==> config.mk <==
export PLATFORM = sky130hd
export DESIGN_NAME = mem_port_arbiter
export DESIGN_NICKNAME = d
export VERILOG_FILES = /design/src/rtl/cpu_mem_pkg.sv /design/src/rtl/mem_arb_wdog.sv /design/src/rtl/mem_port_arbiter.sv
export SDC_FILE = /design/constraint.sdc
export NUM_CORES = 1
export LEC_CHECK = 0
export BUFFER_PORTS_ARGS = -buffer_cell sky130_fd_sc_hd__buf_2
export CELL_PAD_IN_SITES_DETAIL_PLACEMENT = 0
export CELL_PAD_IN_SITES_GLOBAL_PLACEMENT = 1
export CORE_ASPECT_RATIO = 0.9
export CORE_MARGIN = 3
export CORE_UTILIZATION = 35
export CTS_CLUSTER_DIAMETER = 50
export DETAILED_ROUTE_END_ITERATION = 7
export GPL_TIMING_DRIVEN = 0
export MAX_ROUTING_LAYER = met4
export PLACE_DENSITY_LB_ADDON = 0.1
export RECOVER_POWER = 50
export SLEW_MARGIN = 20
export SYNTH_ARGS = -nofsm -noshare
export SYNTH_HDL_FRONTEND = slang
export SYNTH_SLANG_ARGS = --single-unit
export TNS_END_PERCENT = 10
==> constraint.sdc <==
create_clock -name clk -period 2.13 [get_ports clk]
set_input_delay 0.3195 -clock clk [delete_from_list [all_inputs] [get_ports clk]]
set_output_delay 0.3195 -clock clk [all_outputs]
set_load 0.005 [all_outputs]
==> src/rtl/cpu_mem_pkg.sv <==
// rtl/cpu_mem_pkg.sv - shared types and constants for the CPU memory port arbiter
// Contents: arb_state_t arbiter state enum, AW/DW default widths, requester codes.
package cpu_mem_pkg;

  localparam int AW_DEF = 32;
  localparam int DW_DEF = 32;

  // Requester encoding used wherever a grant owner has to be named.
  localparam logic REQ_I = 1'b0;
  localparam logic REQ_D = 1'b1;

  // LOCK is only reachable when the SWP lock feature is compiled in.
  typedef enum logic [1:0] {
    IDLE   = 2'd0,
    BUSY_I = 2'd1,
    BUSY_D = 2'd2,
    LOCK   = 2'd3
  } arb_state_t;

endpackage

==> src/rtl/mem_arb_wdog.sv <==
// rtl/mem_arb_wdog.sv - wait-state watchdog counter for the memory port arbiter
// Ports: clk, rst_n (async active-low), clr (restart count), en (count this edge),
//        timeout (high in the cycle whose edge would bring the count to TO_CYCLES).
// TO_CYCLES = 0 removes the counter and timeout never asserts.
module mem_arb_wdog #(
  parameter int TO_CYCLES = 15
) (
  input  logic clk,
  input  logic rst_n,
  input  logic clr,
  input  logic en,
  output logic timeout
);

  generate
    if (TO_CYCLES == 0) begin : g_off
      assign timeout = 1'b0;
    end else begin : g_on
      localparam int CW = (TO_CYCLES < 2) ? 1 : $clog2(TO_CYCLES + 1);
      logic [CW-1:0] cnt;

      always_ff @(posedge clk or negedge rst_n) begin
        if (!rst_n) begin
          cnt <= '0;
        end else if (clr) begin
          cnt <= '0;
        end else if (en) begin
          cnt <= cnt + CW'(1);
        end
      end

      // Flag one count early so the caller can act on the edge where it reaches TO_CYCLES.
      assign timeout = en && (cnt == CW'(TO_CYCLES - 1));
    end
  endgenerate

endmodule

==> src/rtl/mem_port_arbiter.sv <==
// rtl/mem_port_arbiter.sv - shares one memory port between fetch (I) and data (D) requesters
// Ports: clk, rst_n (async active-low); i_req/i_addr -> i_ack/i_rdata;
//        d_req/d_we/d_addr/d_wdata[/d_lock] -> d_ack/d_rdata; bus_err on timeout;
//        mem_en/mem_we/mem_addr/mem_wdata -> memory, mem_rdata/mem_ready <- memory.
// Macro ARB_SWP_LOCK_EN adds d_lock and the LOCK state for back-to-back SWP accesses.
module mem_port_arbiter
  import cpu_mem_pkg::*;
#(
  parameter int AW         = AW_DEF,
  parameter int DW         = DW_DEF,
  parameter int STARVE_MAX = 4,
  parameter int TO_CYCLES  = 15
) (
  input  logic          clk,
  input  logic          rst_n,
  input  logic          i_req,
  input  logic [AW-1:0] i_addr,
  output logic          i_ack,
  output logic [DW-1:0] i_rdata,
  input  logic          d_req,
  input  logic          d_we,
  input  logic [AW-1:0] d_addr,
  input  logic [DW-1:0] d_wdata,
`ifdef ARB_SWP_LOCK_EN
  input  logic          d_lock,
`endif
  output logic          d_ack,
  output logic [DW-1:0] d_rdata,
  output logic          bus_err,
  output logic          mem_en,
  output logic          mem_we,
  output logic [AW-1:0] mem_addr,
  output logic [DW-1:0] mem_wdata,
  input  logic [DW-1:0] mem_rdata,
  input  logic          mem_ready
);

  arb_state_t state, state_nxt;
  logic       grant_i, grant_d;
  logic       i_vld, d_vld, busy, tmo;
  logic [3:0] starve_cnt, starve_nxt;

  logic          i_ack_nxt, d_ack_nxt, bus_err_nxt;
  logic [DW-1:0] i_rdata_nxt, d_rdata_nxt;
  logic          mem_en_nxt, mem_we_nxt;
  logic [AW-1:0] mem_addr_nxt;
  logic [DW-1:0] mem_wdata_nxt;

`ifdef ARB_SWP_LOCK_EN
  logic lock_q;  // the D access in flight was granted with d_lock set
`endif

  // A requester is ignored in its own ack cycle; its req is still the old one.
  assign i_vld = i_req && !i_ack;
  assign d_vld = d_req && !d_ack;
  assign busy  = (state == BUSY_I) || (state == BUSY_D);

  mem_arb_wdog #(.TO_CYCLES(TO_CYCLES)) u_wdog (
    .clk     (clk),
    .rst_n   (rst_n),
    .clr     (grant_i || grant_d),
    .en      (busy && !mem_ready),
    .timeout (tmo)
  );

  always_ff @(posedge clk or negedge rst_n) begin
    if (!rst_n) state <= IDLE;
    else        state <= state_nxt;
  end

  always_comb begin : next_state_comb
    state_nxt = state;
    grant_i   = 1'b0;
    grant_d   = 1'b0;
    case (state)
      IDLE: begin
        if (d_vld && !(i_vld && starve_cnt == 4'(STARVE_MAX))) begin
          grant_d   = 1'b1;
          state_nxt = BUSY_D;
        end else if (i_vld) begin
          grant_i   = 1'b1;
          state_nxt = BUSY_I;
        end
      end
      BUSY_I: if (mem_ready || tmo) state_nxt = IDLE;
      BUSY_D: begin
`ifdef ARB_SWP_LOCK_EN
        // A timeout never lands in LOCK, so it also drops the lock.
        if (mem_ready)  state_nxt = lock_q ? LOCK : IDLE;
        else if (tmo)   state_nxt = IDLE;
`else
        if (mem_ready || tmo) state_nxt = IDLE;
`endif
      end
`ifdef ARB_SWP_LOCK_EN
      LOCK: begin
        if (d_vld) begin
          grant_d   = 1'b1;
          state_nxt = BUSY_D;
        end else if (!d_req && !d_lock) begin
          state_nxt = IDLE;
        end
      end
`endif
      default: state_nxt = IDLE;
    endcase
  end

  always_comb begin : output_comb
    i_ack_nxt     = 1'b0;
    d_ack_nxt     = 1'b0;
    bus_err_nxt   = 1'b0;
    i_rdata_nxt   = i_rdata;
    d_rdata_nxt   = d_rdata;
    mem_en_nxt    = mem_en;
    mem_we_nxt    = mem_we;
    mem_addr_nxt  = mem_addr;
    mem_wdata_nxt = mem_wdata;
    starve_nxt    = starve_cnt;

    if (grant_i || grant_d) begin
      mem_en_nxt    = 1'b1;
      mem_we_nxt    = grant_d && d_we;
      mem_addr_nxt  = grant_d ? d_addr : i_addr;
      mem_wdata_nxt = grant_d ? d_wdata : '0;
    end

    // mem_ready takes priority over a timeout landing on the same edge.
    if (busy && (mem_ready || tmo)) begin
      mem_en_nxt  = 1'b0;
      bus_err_nxt = !mem_ready;
      if (state == BUSY_I) begin
        i_ack_nxt   = 1'b1;
        i_rdata_nxt = mem_ready ? mem_rdata : '0;
      end else begin
        d_ack_nxt   = 1'b1;
        d_rdata_nxt = mem_ready ? mem_rdata : '0;
      end
    end

    // Starvation tracking only moves in IDLE; it is frozen while busy or locked.
    if (state == IDLE) begin
      if (!i_req || grant_i)
        starve_nxt = '0;
      else if (grant_d && i_vld && starve_cnt != 4'(STARVE_MAX))
        starve_nxt = starve_cnt + 4'd1;
    end
  end

  always_ff @(posedge clk or negedge rst_n) begin
    if (!rst_n) begin
      i_ack      <= 1'b0;
      d_ack      <= 1'b0;
      bus_err    <= 1'b0;
      i_rdata    <= '0;
      d_rdata    <= '0;
      mem_en     <= 1'b0;
      mem_we     <= 1'b0;
      mem_addr   <= '0;
      mem_wdata  <= '0;
      starve_cnt <= '0;
    end else begin
      i_ack      <= i_ack_nxt;
      d_ack      <= d_ack_nxt;
      bus_err    <= bus_err_nxt;
      i_rdata    <= i_rdata_nxt;
      d_rdata    <= d_rdata_nxt;
      mem_en     <= mem_en_nxt;
      mem_we     <= mem_we_nxt;
      mem_addr   <= mem_addr_nxt;
      mem_wdata  <= mem_wdata_nxt;
      starve_cnt <= starve_nxt;
    end
  end

`ifdef ARB_SWP_LOCK_EN
  always_ff @(posedge clk or negedge rst_n) begin
    if (!rst_n)       lock_q <= 1'b0;
    else if (grant_d) lock_q <= d_lock;
  end
`endif

endmodule

* Word-level counts from Yosys, hierarchy flattened *
Index checks and enable logic that the tools add are counted.

cells by class
  add/subtract/negate cells = 2
  $mul = 0
  div/mod/pow operators = 0
  magnitude comparators = 0
  equal/unequal tests = 7
  shift operators = 0
  mux-type cells = 23
  bitwise operators = 1
  reductions and logical operators = 28

operators by type and width
  cell                                                   count
  two-way mux 32 bit                                     3
  two-way mux 4 bit                                      4
  two-way mux 1 bit                                      12
  logical AND 1 bit                                      10
  adder 4 x 1 -> 4 bit, second input constant            2
  AND reduction 2 bit                                    4
  two-way mux 2 bit                                      3
  nonzero test 2 bit                                     3
  zero test 1 bit                                        5
  == test 4 x 3 -> 1 bit, second input constant          1
  == test 4 bit, second input constant                   1
  logical OR 1 bit                                       4
  inequality test 4 x 3 -> 1 bit, second input constant  1
  one-hot mux 2 bit (2 select lines)                     1
  inequality test 3 bit, second input constant           1
  == test 2 x 1 -> 1 bit, second input constant          1
  == test 2 bit, second input constant                   1
  zero test 2 bit                                        1
  inequality test 2 x 1 -> 1 bit, second input constant  1
  OR reduction 2 bit                                     1
  inverter 1 bit                                         1

storage, ports and cells
  register bits = 143
  bits in latches = 0
  RAM bits = 0
  bits in read-only memories = 0
  input bits = 134
  output and inout bits = 133
  word-level logic and storage cells = 73
  memories kept = 0

* Longest topological paths before layout *
  word-level depth = 11
  mapped depth = 7
  mapped depth without buffers = 5

* By module *
A second synthesis with hierarchy kept.

second synthesis, totals
  cells, all modules = 500
  area, all modules = 5,748.0 um^2

modules (own cells, without submodules)
  module            times used  cells each  area an instance (um^2)  seq. area each (um^2)
  mem_port_arbiter  1           480         5,525.3                  3,478.3
  mem_arb_wdog      1           20          222.7                    100.1

* Worst setup path after synthesis *
OpenSTA, ideal clock, no wires.

  kind = register to register
  start point = register starve_cnt[0]
  end point = register mem_addr[10]
  setup time = 111 ps
  arrival = 1,595 ps
  required time = 2,019 ps
  path slack = 424 ps
  cell stages (with the launch flop) = 8
  buffers on the path = 2
  period minus slack after synthesis = 1,706 ps
  path through = dfrtp_1 inv_1 ha_1 nand3b_4 o311a_1 buf_6 buf_6 a222oi_1

between the ends
  word-level cells in the longest chain between the ends = 7
  elaborated cells on any way between the ends = 10
  classes of those cells = eq/ne: 1; mux: 5; reduce/logical: 4

ends and longest elaborated chain
  element                                                 RTL line                                          text
  from (decl)                                             mem_port_arbiter.sv:41                            logic [3:0] starve_cnt, starve_nxt;
  from (signal assigned)                                  mem_port_arbiter.sv:172                           starve_cnt <= starve_nxt;
  == test 4 x 3 -> 1 bit *                                mem_port_arbiter.sv:77                            if (d_vld && !(i_vld && starve_cnt == 4'(STARVE_MAX))) begin
  logical AND 1 bit *                                     mem_port_arbiter.sv:77
  zero test 1 bit *                                       mem_port_arbiter.sv:77
  logical AND 1 bit *                                     mem_port_arbiter.sv:77
  two-way mux 1 bit                                       mem_port_arbiter.sv:77
  two-way mux 1 bit                                       mem_port_arbiter.sv:75                            case (state)
  two-way mux 32 bit or logical OR 1 bit (tied branches)  mem_port_arbiter.sv:124, mem_port_arbiter.sv:121
  to (signal assigned)                                    mem_port_arbiter.sv:170                           mem_addr <= mem_addr_nxt;
  to (decl)                                               mem_port_arbiter.sv:32                            output logic [AW-1:0] mem_addr,

Every way passes the cells marked *; elsewhere a longest branch is shown, timed or not.
A chain may end at the register's enable or synchronous reset.

* Worst setup path in the final report *
  start point = register state[1]
  end point = register i_rdata[30]

between the ends
  word-level cells in the longest chain between the ends = 7
  elaborated cells on any way between the ends = 8
  classes of those cells = eq/ne: 2; reduce/logical: 6

ends and longest elaborated chain
  element                                                  RTL line                                         text
  from (decl)                                              mem_port_arbiter.sv:38                           arb_state_t state, state_nxt;
  from (signal assigned)                                   mem_port_arbiter.sv:68                           else state <= state_nxt;
  == test 2 x 1 -> 1 bit or == test 2 bit (tied branches)  mem_port_arbiter.sv:56, mem_port_arbiter.sv:132
  logical OR 1 bit                                         mem_port_arbiter.sv:56                           assign busy = (state == BUSY_I) || (state == BUSY_D);
  logical AND 1 bit                                        mem_port_arbiter.sv:62                           .en (busy && !mem_ready),
  logical AND 1 bit                                        mem_arb_wdog.sv:33                               assign timeout = en && (cnt == CW'(TO_CYCLES - 1));
  logical OR 1 bit                                         mem_port_arbiter.sv:129                          if (busy && (mem_ready || tmo)) begin
  logical AND 1 bit                                        mem_port_arbiter.sv:129
  AND reduction 2 bit (no line) *                          -
  to (signal assigned)                                     mem_port_arbiter.sv:166                          i_rdata <= i_rdata_nxt;
  to (decl)                                                mem_port_arbiter.sv:19                           output logic [DW-1:0] i_rdata,

Marked as above.

==> flow_summary_export.csv <==
group,metric,value,unit
synth,yosysTopAreaCellShare,61.3,%
global_route,grt_max_degree,83,
global_route,grt_pass1_vias,5226,
synth,post-synth-top-area-cell,"dfrtp_1",
timing,skew,0.00954,ns
synth,synth_compound_area_share,24.1,%
worst_setup_path,cpPeakStageDelay,0.37,ns
detailed_routing,ant_nets,0,
synth,synth-seq-cells,143,
worst_setup_path,crit_path_top_delay_cell,"dfrtp_1",
clocking,cts_tree,"done",
clocking,post_cts_buffers,0,
finish,drive_gt1_share,31.1,%
synth,synthSimpleGateAreaFrac,2.87,%
power,p_total,12100,uW
global_route,grt_usage,20.2,%
timing,fmax,492,MHz
timing,final-setup-viol-count,0,
clocking,numCtsBuffers,17,
die,dieWidth,142,um
timing,min_period_over_period,95.5,%
detailed_routing,avgRoutedWirePerCell,18.4,um
worst_setup_path,critPathArrivalTime,2.33,ns
worst_setup_path,worstPathRequired,2.43,ns
detailed_routing,wl,18100,um
detailed_routing,route.detailed.drc,0,
clocking,cts.clk_slew.worst_paths,0.06,ns
power,p_sw,4080,uW
synth,synthMuxAreaShare,0.193,%
finish,syn_to_final_growth,37.0,%
synth,synth_warnings,0,
timing,drv_slew,0,
worst_setup_path,crit_path_frequent_cell,"clkbuf_1",
worst_setup_path,cpLargestDelayFamily,"buffers and inverters",
synth,synth_area,0.00584,mm2
clocking,clock-root-buffer,"clkbuf_16",
finish,fin_nets,902,
die,num_rows,44,
synth,synthAdderAreaFrac,1.29,%
worst_setup_path,path_cells,"inv_1 -> ha_1 -> clkbuf_1 -> nand3_1 -> clkbuf_1 -> a32o_1",
power,clkPwrFrac,26.4,%
placed_design,io_buffers,265,
power,seqPwrFrac,37.6,%
synth,syn_avg_cell_area,12.3,um2
detailed_routing,drt_iter0_drc,345,
die,design.die.area,0.0183,mm2
worst_setup_path,path_max_fanout,10,
placed_design,dp_hpwl,13500,um
power,p_leak,0.00416,uW
timing,hold_violations,0,
detailed_routing,firstDrtPassIters,7,
worst_setup_path,endpoint_kind,"flip-flop",
timing,tightest_slew,1.42,ns
die,die_y,129,um
die,core_area,0.0162,mm2
worst_setup_path,critPathBufInv,3,
synth,ys_seq_area_share,61.3,%
die,ios,267,
synth,syn_inst,476,
die,start_util,36.0,%
timing,rsz0062_at_grt,"yes",
detailed_routing,vias_per_cell,5.14,
synth,synth_xor_area_share,0.300,%
clocking,htreeDepth,4,
worst_setup_path,setup.worst_path.start_class,"flip-flop",
worst_setup_path,path_class,"flip-flop to flip-flop",
synth,synth.distinct_cells,38,
placed_design,gp_congestion,0.845,
clocking,cts_num_sinks,143,
power,powerDensity,1510,mW/mm2
synth,synth_top_family_by_area,"compound AO/OA/AOI/OAI gates",
power,p_int,7980,uW
min_path,hold_class,"input pin to flip-flop",
timing,slew_headroom,5.26,%
synth,synth.area.top_cells,"dfrtp_1 (61%), a32o_1 (10%), inv_1 (6.7%)",
outcome,run_status,"complete, no violations",
synth,syn_nets,616,
global_route,antenna_found_initial,2,
global_route,grt_pass1_wl,27900,um
clocking,clock_latency,0.41,ns
clocking,ctsLongestPathBuffers,2,
detailed_routing,vias,5049,
run,cap_viol_max_count,0,
timing,period_minus_slack,2.03,ns
power,irDropWorstVdd,0.000793,V
power,comb_power_share,36.0,%
global_route,grt-ovfl-total,0,
power,power_switching_share,33.9,%
timing,fin_tns_setup,0,ns
[registers in the layout (all words and copies together) (netlist names)]
name and flops:
mem_en 1, i_rdata 32, mem_wdata 32, mem_addr 32
u_wdog.g_on.cnt 4, bus_err 1, mem_we 1, d_ack 1
state 2, i_ack 1, starve_cnt 4, d_rdata 32
[cell usage after synthesis]
cell type,number
xnor2_1,1
inv_2,1
nor3b_1,2
dfrtp_1,143
a31o_2,2
nor2b_1,3
a41o_1,1
buf_6,3
nand3b_4,1
o22ai_1,2
or3_1,1
a222oi_1,32
nand3b_1,3
ha_1,6
o311ai_0,1
and3_1,1
clkbuf_1,25
nor2_1,6
o311a_1,1
buf_2,10
mux2_2,1
nand3_1,4
inv_1,105
a2bb2oi_1,1
nor4_1,1
o21a_1,1
a21oi_1,3
o21ai_0,2
o2bb2ai_1,5
nand2_1,3
and2_1,1
a22o_1,35
buf_1,2
xor2_1,1
a21bo_2,1
nand2b_1,2
a21o_1,2
a32o_1,61
[worst paths after layout]
check	slack (ns)	startpoint	end	cells after the start
max in group asynchronous	0.27	rst_n	state[1]	3
setup / recovery	0.1	state[1]	i_rdata[30]	6
hold reg to reg	0.49	d_rdata[5]	d_rdata[5]	1
min in group asynchronous	0.77	rst_n	i_rdata[19]	2
setup reg to reg	0.1	state[1]	i_rdata[30]	6
hold / removal	0.12	d_wdata[9]	mem_wdata[9]	2
[repair_timing]
item | 4_1_cts | 5_1_grt
endpoints found under the hold margin | 61 | 0
gates resized for setup | 0 | 8
setup endpoints to repair | 0 | 80
hold buffers | 1 | 0
[cell families after synthesis]
group / after synthesis
AOI/OAI and AO/OA: 150
xor gates and xnor gates: 2
adders and majority gates: 6
buffers and inverters: 146
DFF: 143
muxes: 1
and+or+nand+nor: 28
[stage by stage]
step           instances  utilization, %  cell area (um2)  worst slack (ns)  hold slack (ns)
6_report             983            49.3             8000            0.0963            0.123
5_1_grt              983            49.3             8000           -0.0790            0.118
4_1_cts              981            49.9             8100            0.0353            0.104
3_5_place_dp         949            45.9             7460            0.0490            0.289
3_3_place_gp         948            45.7             7420             -1.31            0.469
2_1_floorplan        476               -             5840             0.424           0.0239
[cell usage in the layout (no fill, tap or decap), drive strengths merged, types with 2 or more instances in the layout]
master,synthesis,layout
nor3b,2,2
a21o,2,2
o22ai,2,2
nand3b,4,4
clkinv,0,5
a222oi,32,32
nand2b,2,2
nor2,6,6
diode,0,2
o21ai,2,2
nand3,4,4
ha,6,6
nor2b,3,3
nand2,3,3
bufinv,0,5
clkbuf,25,123
dfrtp,143,143
a32o,61,61
a31o,2,2
inv,106,106
buf,15,203
o2bb2ai,5,5
a21oi,3,3
a22o,35,35
[layer usage]
metal	global-route usage [%]	wire [um]
met1	25.3	7790
met2	31.5	8490
met3	6.47	1630
met4	6.04	221
met5	-	0
[cell type report]
class	count	area (um2)
fill	1537	8240
tap	207	259
multi-input combinational	187	1680
clock buffer	20	437
clock inverter	11	190
buffer	40	190
timing repair buffer	267	1260
sequential	143	3580
antenna	2	5.00
inverter	106	398
[power groups by stage]
stage          Clock, uW  Combinational (uW)  Sequential (uW)
2_1_floorplan          0                2350             4610
3_3_place_gp           0                4470             4490
3_5_place_dp           0                4560             4550
4_1_cts             3250                4580             4520
5_1_grt             3370                4840             4670
6_report            3180                4350             4530
Power figures use the tool's default switching activity.
